**src/rtl/graph_loader.sv**
```systemverilog
// Edge-stream loader for pageRank: builds the N x N adjacency matrix, counts out-degrees,
// then computes per-node weights 1/outdeg in Q0.WIDTH with a fixed-latency restoring divider.
module graph_loader #(
   parameter int unsigned N     = 16,
   parameter int unsigned WIDTH = 16,
   localparam int unsigned IW   = (N > 1) ? $clog2(N) : 1
) (
   input  logic               clk,
   input  logic               reset,
   input  logic               clear_i,
   input  logic               edge_valid_i,
   output logic               edge_ready_o,
   input  logic [IW-1:0]      edge_src_i,
   input  logic [IW-1:0]      edge_dst_i,
   input  logic               edge_last_i,
   output logic [N*N-1:0]     adjacency_o,
   output logic [N*WIDTH-1:0] weights_o,
   output logic               graph_valid_o,
   output logic               busy_o
);

   localparam int unsigned AW       = (N > 1) ? $clog2(N * N) : 1;
   localparam int unsigned CW       = $clog2(WIDTH + 1);
   localparam int unsigned RW       = IW + 2;
   localparam logic [CW-1:0] LastCyc  = CW'(WIDTH);
   localparam logic [CW-1:0] CycOne   = CW'(1);
   localparam logic [IW-1:0] LastNode = IW'(N - 1);
   localparam logic [IW-1:0] NodeOne  = IW'(1);
   localparam logic [IW:0]   DegOne   = (IW + 1)'(1);
   localparam logic [RW-1:0] RemOne   = RW'(1);

   typedef enum logic [1:0] {StLoad, StDiv, StDone} state_e;

   state_e             state_q, state_d;
   logic [N*N-1:0]     adj_q;
   logic [N*WIDTH-1:0] weights_q;
   logic [IW:0]        deg_q [N];
   logic [IW-1:0]      node_q;
   logic [CW-1:0]      cyc_q;
   logic [RW-1:0]      rem_q;
   logic [WIDTH-1:0]   quo_q;

   logic               hs, in_range, store;
   logic [AW-1:0]      idx;
   logic [RW-1:0]      divisor, rem_sh, rem_step;
   logic               ge;
   logic [WIDTH-1:0]   quo_step, wval;

   assign hs = edge_valid_i && edge_ready_o;

   always_comb begin
      idx      = AW'(32'(edge_dst_i) * N + 32'(edge_src_i));
      in_range = (32'(edge_src_i) < N) && (32'(edge_dst_i) < N);
      store    = in_range && (edge_src_i != edge_dst_i) && !adj_q[idx];
   end

   // Dividend 2^WIDTH is modelled by starting the remainder at 1 and shifting in zeros.
   always_comb begin
      divisor  = RW'(deg_q[node_q]);
      rem_sh   = rem_q << 1;
      ge       = (rem_sh >= divisor);
      rem_step = ge ? (rem_sh - divisor) : rem_sh;
      quo_step = (quo_q << 1) | WIDTH'(ge);
      if (deg_q[node_q] == '0) begin
         wval = '0;
      end else if (deg_q[node_q] == DegOne) begin
         wval = '1;
      end else begin
         wval = quo_step;
      end
   end

   always_ff @(posedge clk or posedge reset) begin
      if (reset) begin
         state_q <= StLoad;
      end else begin
         state_q <= state_d;
      end
   end

   always_comb begin
      state_d = state_q;
      if (clear_i) begin
         state_d = StLoad;
      end else begin
         case (state_q)
            StLoad:  if (hs && edge_last_i) state_d = StDiv;
            StDiv:   if (node_q == LastNode && cyc_q == LastCyc) state_d = StDone;
            StDone:  state_d = StDone;
            default: state_d = StLoad;
         endcase
      end
   end

   always_comb begin
      edge_ready_o  = (state_q == StLoad) && !clear_i;
      busy_o        = (state_q == StDiv);
      graph_valid_o = (state_q == StDone);
   end

   always_ff @(posedge clk or posedge reset) begin
      if (reset) begin
         adj_q     <= '0;
         weights_q <= '0;
         node_q    <= '0;
         cyc_q     <= '0;
         rem_q     <= '0;
         quo_q     <= '0;
         for (int i = 0; i < N; i++) deg_q[i] <= '0;
      end else if (clear_i) begin
         adj_q     <= '0;
         weights_q <= '0;
         node_q    <= '0;
         cyc_q     <= '0;
         rem_q     <= '0;
         quo_q     <= '0;
         for (int i = 0; i < N; i++) deg_q[i] <= '0;
      end else if (state_q == StLoad) begin
         node_q <= '0;
         cyc_q  <= '0;
         if (hs && store) begin
            adj_q[idx]         <= 1'b1;
            deg_q[edge_src_i]  <= deg_q[edge_src_i] + DegOne;
         end
      end else if (state_q == StDiv) begin
         if (cyc_q == '0) begin
            rem_q <= RemOne;
            quo_q <= '0;
            cyc_q <= CycOne;
         end else begin
            rem_q <= rem_step;
            quo_q <= quo_step;
            if (cyc_q == LastCyc) begin
               for (int k = 0; k < N; k++) begin
                  if (node_q == IW'(k)) weights_q[k*WIDTH +: WIDTH] <= wval;
               end
               cyc_q  <= '0;
               node_q <= node_q + NodeOne;
            end else begin
               cyc_q <= cyc_q + CycOne;
            end
         end
      end
   end

   assign adjacency_o = adj_q;
   assign weights_o   = weights_q;

endmodule

```
**config.mk**
```make
export PLATFORM = sky130hd
export DESIGN_NAME = graph_loader
export DESIGN_NICKNAME = d
export VERILOG_FILES = /design/src/rtl/graph_loader.sv
export SDC_FILE = /design/constraint.sdc
export NUM_CORES = 1
export LEC_CHECK = 0
export ABC_AREA = 1
export CAP_MARGIN = 30
export CELL_PAD_IN_SITES_DETAIL_PLACEMENT = 1
export CELL_PAD_IN_SITES_GLOBAL_PLACEMENT = 1
export CORE_MARGIN = 4
export CORE_UTILIZATION = 39
export DETAILED_ROUTE_END_ITERATION = 7
export PLACE_DENSITY_LB_ADDON = 0.25
export SLEW_MARGIN = 15
export SYNTH_ARGS = -nofsm -noshare
export SYNTH_HDL_FRONTEND = slang
export SYNTH_SLANG_ARGS = --single-unit
```
**constraint.sdc**
```tcl
create_clock -name clk -period 28 [get_ports clk]
set_input_delay 5.6 -clock clk [delete_from_list [all_inputs] [get_ports clk]]
set_output_delay 5.6 -clock clk [all_outputs]
set_load 0.1 [all_outputs]
```
==> flow_summary.yaml <==
synthesis:
  yosysWarningCount: 0
  yosysUniqueCellTypes: 35
  synthFlopType: "dfrtp_1"
  syn-num-nets: 3891
  synth_seq_cells: 623
  synth.yosys.seq_area_share: 0.514
  syn_area_um2: 30300
  netlist_instances: 3862
  synth-edff-count: 0
  async_reset_ff_frac: 1.00
  syn_area_per_cell_um2: 7.85
finish:
  drive_gt1_frac: 0.0767
  multi_input_area_um2: 12800
  syn_to_final_growth_pct: 40.7
  final_area_um2: 42700
  fin_nets: 4398
  fillers: 8755
  stdcell_count: 5453
  seq_area_um2: 15600
timing:
  slew_viol_final: 0
  fin_skew_ns: 0.0506
  setup_slack_ns: 14.90
  max_freq_ghz: 0.0764
  fin_setup_tns_ns: 0
  maxSlewHeadroom: 0.200
  hold_viol: 0
  setup_viol: 0
  rsz0062_at_grt: "false"
  period_minus_slack_ns: 13.10
  max_slew.worst_pin.slew_ns: 1.20
  period_share: 0.468
routing:
  ant_nets: 0
  dr.pass1.iters: 5
  remaining_drc_errors: 0
  wl_mm: 151
  initialDrtViolationCount: 3107
  dr_total_vias: 32418
  routedWlPerCell_um: 27.7
  avgViaCountPerCell: 5.94
worst_hold_path:
  min_path_type: "reg -> reg"
grt:
  grt_util_all_layers: 0.338
  grt-ovfl-total: 0
  antenna_found_initial: 7
  grt_pass1_vias: 32827
  grt_pass1_wl_mm: 214
  grt_max_degree: 222
worst_setup_path:
  worst_setup_path_end_kind: "output pin"
  critPathRequiredTime_ns: 22.40
  path_cells: "buf_2 -> buf_4 -> nor2_1 -> clkdlybuf4s50_1"
  arrival_ns: 7.50
  start_kind: "input port"
  slowest_stage: "clkdlybuf4s50_1"
  crit_type: "in -> out"
  max_stage_delay_ns: 1.21
  path_max_fanout: 22
pwr:
  switching_share: 0.532
  internal_power_mw: 2.31
  pwr-share-clk: 0.207
  power_leakage_nw: 19.7
  power.density_nw_per_um2: 116
  combPwrFrac: 0.544
  p_sw_mw: 2.63
  power_frac_seq: 0.248
  ir_drop_mv: 0.0677
  power_mw: 4.95
cts:
  hold_buffers: 0
  cts-root-buf: "clkbuf_16"
  ctsResizeCount: 0
  cts_sinks: 623
  clkTransAtPathRegs_ns: 0.05
  cts_buffers: 72
  cts_tree: "done"
  cts_buffer_depth: 3
  worstSkewPairLatency_ns: 0.65
  htree_levels: 3
  postCtsSetupBuffers: 0
place:
  place_congestion: 0.853
  port_buffers: 527
  place_inst: 5300
  hpwl_mm: 92.5
  place_area_um2: 39700
  place_ws_ns: 14.93
floorplanning:
  die_h_um: 287
  die_x_um: 287
  ioPinCount: 528
  die-area_um2: 82300
  rows: 101
  core_um2: 76500
  start_util: 0.397
run_status:
  status: "completed"
job:
  drv_cap: 0
state kept, by name (all words and copies together), names as in the netlist:
signal       count
state_q          2
weights_o      256
node_q           4
cyc_q            5
deg_q           80
quo_q           15
rem_q            5
adjacency_o    256
cells by family (layout without fill, tap and decap cells):
family,after synthesis,after routing,synth area share
other,0,1,0
DFF,623,623,0.514
xor gates and xnor gates,8,8,0.00231
adders and majority gates,16,16,0.00685
AOI/OAI and AO/OA,755,755,0.140
and+or+nand+nor,1982,1982,0.273
buffers and inverters,478,1038,0.0634
final cells by class:
| cell class | count | area share |
|---|---|---|
| antenna | 1 | 0.0000587 |
| clock buffer | 99 | 0.0482 |
| multi-input combinational | 2761 | 0.301 |
| clock inverter | 28 | 0.00997 |
| tap | 1030 | 0.0302 |
| sequential | 623 | 0.365 |
| inverter | 186 | 0.0167 |
| timing repair buffer | 725 | 0.228 |
per-layer routing:
layer,global-route usage,part of all wire,vias to the layer above
met4,0.172,0.069,8
met2,0.564,0.47,1768
met5,0,0.00033,-
li1,-,-,13787
met3,0.0712,0.082,546
met1,0.415,0.37,16309
power groups by stage:
stage                     logic, mW  registers, mW  clock network, mW
after floorplan               0.397           2.42                  0
after global placement         2.24           1.18                  0
after detailed placement       2.58           1.21                  0
after CTS                      2.61           1.21               1.02
after global routing           2.74           1.24               1.07
final                          2.69           1.23               1.02
placed cells by master, fill, tap and decap left out, types with 12 or more instances in the layout:
cell type	netlist	final
clkdlybuf4s50_1	0	521
nand2_1	1169	1168
o22ai_1	43	43
o21bai_1	128	128
ha_1	15	15
nand3_1	625	625
dfrtp_1	623	623
clkbuf_1	170	13
buf_4	5	38
buf_8	0	18
clkinv_2	0	12
o21ai_1	37	37
o21ai_0	487	487
nor2_1	164	161
inv_1	178	175
a21oi_1	23	23
clkbuf_8	0	13
buf_16	0	141
clkbuf_16	0	73
a22oi_1	32	32
per-stage QoR:
step | hold WS, ns | utilization
floorplan | 0.454 | -
global placement | 0.465 | 0.471
detailed placement | 0.472 | 0.519
CTS | 0.487 | 0.552
global route | 0.518 | 0.558
finish | 0.487 | 0.558
worst max-delay path, delay by kind of cell:
family                 cells  cell delay (ns)
and+or+nand+nor            1             0.31
buffers and inverters      3             1.57
synth_stat cells, types with 2 or more instances:
library cell  count  area [µm²]
nand2_1        1169        4390
nor3b_1           3        22.5
a21oi_1          23         115
a22oi_1          32         240
inv_1           178         668
clkbuf_1        170         638
nor2_1          164         616
o21ai_1          37         185
o22ai_1          43         269
nor2_2            3        18.8
buf_2            81         405
inv_2             6        22.5
buf_4             5        37.5
nor2_4            2        22.5
nand4_1          10        62.6
xor2_1            3        26.3
buf_1            35         131
ha_1             15         188
nand3_1         625        3130
nor3_1            3        15.0
o21ai_0         487        2440
o21bai_1        128         961
clkinv_1          2        7.51
xnor2_1           5        43.8
dfrtp_1         623       15600
final timing paths:
kind	startpoint	to	slack (ns)	cells after the start
max	clear_i	edge_ready_o	14.90	4
min	weights_o[21]$_DFFE_PP0P_	weights_o[21]$_DFFE_PP0P_	0.49	2
max reg2reg	node_q[1]$_DFFE_PP0P_	weights_o[192]$_DFFE_PP0P_	22.39	15
min reg2reg	weights_o[21]$_DFFE_PP0P_	weights_o[21]$_DFFE_PP0P_	0.49	2
max in group asynchronous	reset	adjacency_o[248]$_DFFE_PP0P_	20.29	5
min in group asynchronous	reset	quo_q[7]$_DFFE_PP0P_	5.35	2
Note: power is estimated with default switching activity, not from simulation.
